[src/rtl/knight_cmd_proc.sv]
// Knight command processor: decodes move/calibrate commands, steers the heading,
// ramps forward speed and counts board lines until the move is complete.
module knight_cmd_proc #(
    parameter bit          FAST_SIM  = 1'b1,
    parameter logic [9:0]  MAX_FRWRD = 10'h2A0,
    parameter logic [11:0] HDG_TOL   = 12'h02C
) (
    input  logic        clk,
    input  logic        rst,
    input  logic [15:0] cmd,
    input  logic        cmd_rdy,
    output logic        clr_cmd_rdy,
    output logic        send_resp,
    output logic        strt_cal,
    input  logic        cal_done,
    input  logic [11:0] heading,
    input  logic        heading_rdy,
    input  logic        cntrIR,
    output logic [11:0] dsrd_hdg,
    output logic [9:0]  frwrd,
    output logic        moving,
    output logic        fanfare_go
);

    localparam logic [9:0]  FRWRD_INC = FAST_SIM ? 10'h020 : 10'h004;
    localparam logic [10:0] DEC_STEP  = {FRWRD_INC, 1'b0};

    typedef enum logic [2:0] {IDLE, CAL, TURN, ACCEL, DECEL} state_t;

    state_t      state_q, state_d;
    logic [11:0] dsrd_hdg_q, dsrd_hdg_d;
    logic [9:0]  frwrd_q, frwrd_d;
    logic        moving_q, moving_d;
    logic [4:0]  sq_tgt_q, sq_tgt_d;
    logic [4:0]  lines_q, lines_d;
    logic        fanfare_q, fanfare_d;
    logic        cntr_ir_q;

    logic [3:0]  opcode;
    logic        ir_rise;
    logic [4:0]  lines_now;
    logic [11:0] hdg_err;
    logic [11:0] hdg_err_abs;
    logic [10:0] frwrd_inc_sum;

    assign opcode        = cmd[15:12];
    assign ir_rise       = cntrIR & ~cntr_ir_q;
    assign lines_now     = lines_q + {4'b0000, ir_rise};
    assign hdg_err       = heading - dsrd_hdg_q;
    // Negating 12'h800 yields 12'h800 again, which reads as the largest error.
    assign hdg_err_abs   = hdg_err[11] ? (~hdg_err + 12'd1) : hdg_err;
    assign frwrd_inc_sum = {1'b0, frwrd_q} + {1'b0, FRWRD_INC};

    always_comb begin
        state_d     = state_q;
        dsrd_hdg_d  = dsrd_hdg_q;
        frwrd_d     = frwrd_q;
        moving_d    = moving_q;
        sq_tgt_d    = sq_tgt_q;
        fanfare_d   = fanfare_q;
        lines_d     = lines_q;
        clr_cmd_rdy = 1'b0;
        send_resp   = 1'b0;
        strt_cal    = 1'b0;
        fanfare_go  = 1'b0;
        case (state_q)
            IDLE: begin
                if (cmd_rdy) begin
                    clr_cmd_rdy = 1'b1;
                    lines_d     = '0;
                    if (opcode == 4'h0) begin
                        strt_cal = 1'b1;
                        state_d  = CAL;
                    end else if (opcode == 4'h2 || opcode == 4'h3) begin
                        dsrd_hdg_d = (cmd[11:4] == 8'h00) ? 12'h000 : {cmd[11:4], 4'hF};
                        sq_tgt_d   = {cmd[3:0], 1'b0};
                        fanfare_d  = cmd[12];
                        moving_d   = 1'b1;
                        state_d    = TURN;
                    end
                end
            end
            CAL: begin
                if (cal_done) begin
                    send_resp = 1'b1;
                    state_d   = IDLE;
                end
            end
            TURN: begin
                frwrd_d = '0;
                if (heading_rdy && (hdg_err_abs < HDG_TOL)) begin
                    state_d = (sq_tgt_q == 5'd0) ? DECEL : ACCEL;
                end
            end
            ACCEL: begin
                lines_d = lines_now;
                // Reaching the final line takes priority over a same-cycle speed step.
                if (lines_now == sq_tgt_q) begin
                    fanfare_go = fanfare_q;
                    state_d    = DECEL;
                end else if (heading_rdy) begin
                    frwrd_d = (frwrd_inc_sum > {1'b0, MAX_FRWRD}) ? MAX_FRWRD : frwrd_inc_sum[9:0];
                end
            end
            DECEL: begin
                if (frwrd_q == '0) begin
                    moving_d  = 1'b0;
                    send_resp = 1'b1;
                    state_d   = IDLE;
                end else if (heading_rdy) begin
                    frwrd_d = ({1'b0, frwrd_q} <= DEC_STEP) ? '0 : (frwrd_q - DEC_STEP[9:0]);
                end
            end
            default: state_d = IDLE;
        endcase
    end

    always_ff @(posedge clk or posedge rst) begin
        if (rst) begin
            state_q    <= IDLE;
            dsrd_hdg_q <= '0;
            frwrd_q    <= '0;
            moving_q   <= 1'b0;
            sq_tgt_q   <= '0;
            lines_q    <= '0;
            fanfare_q  <= 1'b0;
            cntr_ir_q  <= 1'b0;
        end else begin
            state_q    <= state_d;
            dsrd_hdg_q <= dsrd_hdg_d;
            frwrd_q    <= frwrd_d;
            moving_q   <= moving_d;
            sq_tgt_q   <= sq_tgt_d;
            lines_q    <= lines_d;
            fanfare_q  <= fanfare_d;
            cntr_ir_q  <= cntrIR;
        end
    end

    assign dsrd_hdg = dsrd_hdg_q;
    assign frwrd    = frwrd_q;
    assign moving   = moving_q;

endmodule
[config.mk]
export PLATFORM = sky130hd
export DESIGN_NAME = knight_cmd_proc
export DESIGN_NICKNAME = d
export VERILOG_FILES = /design/src/rtl/knight_cmd_proc.sv
export SDC_FILE = /design/constraint.sdc
export NUM_CORES = 1
export LEC_CHECK = 0
export CAP_MARGIN = 20
export CELL_PAD_IN_SITES_DETAIL_PLACEMENT = 2
export CELL_PAD_IN_SITES_GLOBAL_PLACEMENT = 2
export CORE_UTILIZATION = 39
export CTS_BUF_LIST = sky130_fd_sc_hd__clkbuf_8
export DETAILED_ROUTE_END_ITERATION = 8
export DONT_BUFFER_PORTS = 1
export PLACE_DENSITY_LB_ADDON = 0.1
export REMOVE_ABC_BUFFERS = 1
export SLEW_MARGIN = 10
export SYNTH_ARGS = -nofsm -noshare
export SYNTH_HDL_FRONTEND = slang
export SYNTH_SLANG_ARGS = --single-unit
[constraint.sdc]
create_clock -name clk -period 3.25 [get_ports clk]
set_input_delay 0.1625 -clock clk [delete_from_list [all_inputs] [get_ports clk]]
set_output_delay 0.1625 -clock clk [all_outputs]
set_load 0.02 [all_outputs]
==> out/metrics.yaml <==
area_growth_pct: 8.37
hold_class: "in -> reg"
ys_seq_area_share_pct: 29.4
slew_headroom_pct: 48.4
placed_cell_area_um2: 2530
vias: 2140
synthAdderAreaFrac_pct: 9.94
synth_top_family_by_area: "compound AO/OA/AOI/OAI gates"
synth-simple-area-share_pct: 19.8
syn_area_per_cell_um2: 8.84
fin_skew_ns: 0.00691
synth.most_common_cell: "dfrtp_1"
synth_ff_type: "dfrtp_1"
htree_levels: 2
synth.top_cell.area_share_pct: 29.4
final_nets: 338
powerDensity_nw_per_um2: 775
end_kind: "flip-flop"
cp_max_fo: 4
worst_hold_slack_ns: 0.0218
fp.dieH_um: 81.5
final_antenna_net_count: 0
root_buffer: "clkbuf_8"
antennaDiodeCount: 0
cts_tree: "built"
routabilityCongestion: 0.773
slowest_delay_ns: 0.47
cts_sinks: 29
irDropWorstVdd_mv: 0.443
synthMuxAreaShare_pct: 6.39
outcome: "finished, final reports clean"
synth_edf_count: 0
yosysWarnings: 0
async_flop_share_pct: 100
clk_path_buf_depth: 2
rsz0062_at_grt: "no"
synth_compound_area_share_pct: 21.9
tns_ns: 0
regToRegStartpoint: "dsrd_hdg[3]"
wl_um: 6910
cp-startpoint: "dsrd_hdg[3]"
maxCapViolCount: 0
setup_viol: 0
yosys.area.top_type: "dfrtp_1"
cp_slowest_cell: "fa_1"
synth_cell_types: 60
io_pins: 61
port_buffers: 0
drive_above_1_share_pct: 13.3
synth-seq-cells: 29
grt.total_usage_pct: 22.8
grt_pass1_vias: 2348
r2r_slack_ns: 0.25
seq_area_um2: 726
grt_max_degree: 30
dp_hpwl_um: 5220
synthCells: 279
wl_per_cell_um: 19.1
leakage_nw: 1.20
dr.pass1.iters: 4
clk_pin_slew_worst_paths_ns: 0.07
nFillCells: 683
clock.fmax_mhz: 334
synth_top_cells_by_count: "dfrtp_1 (29), inv_1 (21), nand2_1 (20), ha_1 (18), mux2_2 (14)"
r2r_cells: 10
crit_chain: "ha_1 > fa_1 > nor2b_1 > o22ai_1 > xnor2_1 > o31a_1 > nand4bb_1 > or4_1 > o311a_1 > o41ai_2"
dieArea_um2: 6650
start_util_pct: 40.9
finalCriticalPeriod_ns: 3.00
worst_pin_slew_ns: 0.767
r2r_end: "state_q[0]"
final_util_pct: 44.4
worstSetupPathType: "reg -> reg"
cts_resized: 0
final_hold_viol_count: 0
path_depth: 10
synthXorXnorAreaFrac_pct: 5.33
cts_buffers: 5
synthesis.area_um2: 2470
critical-path-top-delay-family: "simple AND/OR/NAND/NOR gates"
drc: 0
grt_overflow: 0
critPathLaunchType: "flip-flop"
core_area_um2: 6030
path_buf_inv: 0
postLayoutCellArea_um2: 2670
cp.arrival_ns: 3.18
row_count: 28
multiInputGateArea_um2: 1580
crit_path_end: "state_q[0]"
synth.area.top_cells: "dfrtp_1 (29%), ha_1 (9.1%), mux2_2 (6.4%), inv_1 (3.2%), nand2_1 (3.0%)"
drv_slew: 0
dr.first_iter.drc_count: 62
insertion_delay_ns: 0.29
period_share_pct: 92.2
die_w_um: 81.5
grt_pass1_wl_um: 11400
viasPerCell: 5.93
cp.required_ns: 3.43
antenna_found_initial: 0
[flip-flops by register name (all words and copies together), names as in the netlist]
| name | flops |
|---|---|
| lines_q | 5 |
| cntr_ir_q | 1 |
| moving | 1 |
| fanfare_q | 1 |
| dsrd_hdg | 9 |
| frwrd | 5 |
| state_q | 3 |
| sq_tgt_q | 4 |
[how the worst min path moves through the flow]
| stage | from | endpoint | slack, ns | cells after the start |
|---|---|---|---|---|
| after global placement | rst | fanfare_q | 0.17 | 2 |
| after detailed placement | rst | fanfare_q | 0.17 | 2 |
| after floorplan | cntrIR | cntr_ir_q | 0.19 | 0 |
| final | cmd[0] | sq_tgt_q[1] | 0.02 | 1 |
| after global routing | cmd[2] | sq_tgt_q[3] | 0.01 | 1 |
| after CTS | cmd[2] | sq_tgt_q[3] | 0.02 | 1 |
[metal layers]
metal  part of all wire (%)  track usage, %
met1                     49            30.9
met2                     46            36.9
met3                    4.2            4.56
met4                   0.84            5.54
met5                      0               0
[cell families after synthesis]
family,after synthesis
adder cells (fa/ha/maj),19
buffers and inverters,35
other,1
XOR/XNOR,15
AO/OA/AOI/OAI,75
multiplexers,14
flip-flops,29
AND/OR/NAND/NOR,91
[cell usage in the layout, fill, tap and decap left out, drive strengths merged, types with 6 or more instances in the layout]
cell	netlist	layout
dfrtp	29	29
inv	21	21
nand2	21	21
ha	18	18
mux2	14	14
o21ai	13	13
a21oi	12	12
nor2	11	11
nand3	11	11
nor3	10	10
nor2b	8	8
xnor2	8	8
a31oi	7	7
xor2	7	7
buf	8	7
clkbuf	6	6
[area by class of cell]
cell class | count | share of cell area, %
clock buffer | 6 | 3.09
clock inverter | 2 | 1.40
tap | 75 | 3.51
inverter | 21 | 2.95
timing repair buffer | 9 | 2.72
multi-input combinational | 219 | 59.2
sequential | 29 | 27.2
[where the power goes]
group          internal (mW)  switching, mW
clock                  0.249          0.159
sequential             0.462          0.172
combinational          0.451          0.579
[worst reg2reg max path, cell delays in order, from the launching register on]
cell and delay [ns]:
dfrtp_1 0.42, ha_1 0.23, fa_1 0.47, nor2b_1 0.20, o22ai_1 0.12, xnor2_1 0.18, o31a_1 0.29, nand4bb_1 0.18
or4_1 0.44, o311a_1 0.16, o41ai_2 0.20
[metrics by stage]
stage | instances | setup WS (ns) | power, mW
after floorplan | 269 | 0.0530 | 1.39
after global placement | 351 | 0.394 | 1.62
after detailed placement | 351 | 0.304 | 1.66
after CTS | 361 | 0.260 | 2.10
after global routing | 361 | 0.0300 | 2.25
final | 361 | 0.253 | 2.07
[what timing repair did]
| item | 4_1_cts | 5_1_grt |
|---|---|---|
| hold buffers | 2 | 0 |
| endpoints found under the hold margin | 30 | 0 |
| setup buffers | 0 | 0 |
Note: power is estimated with default switching activity, not from simulation.
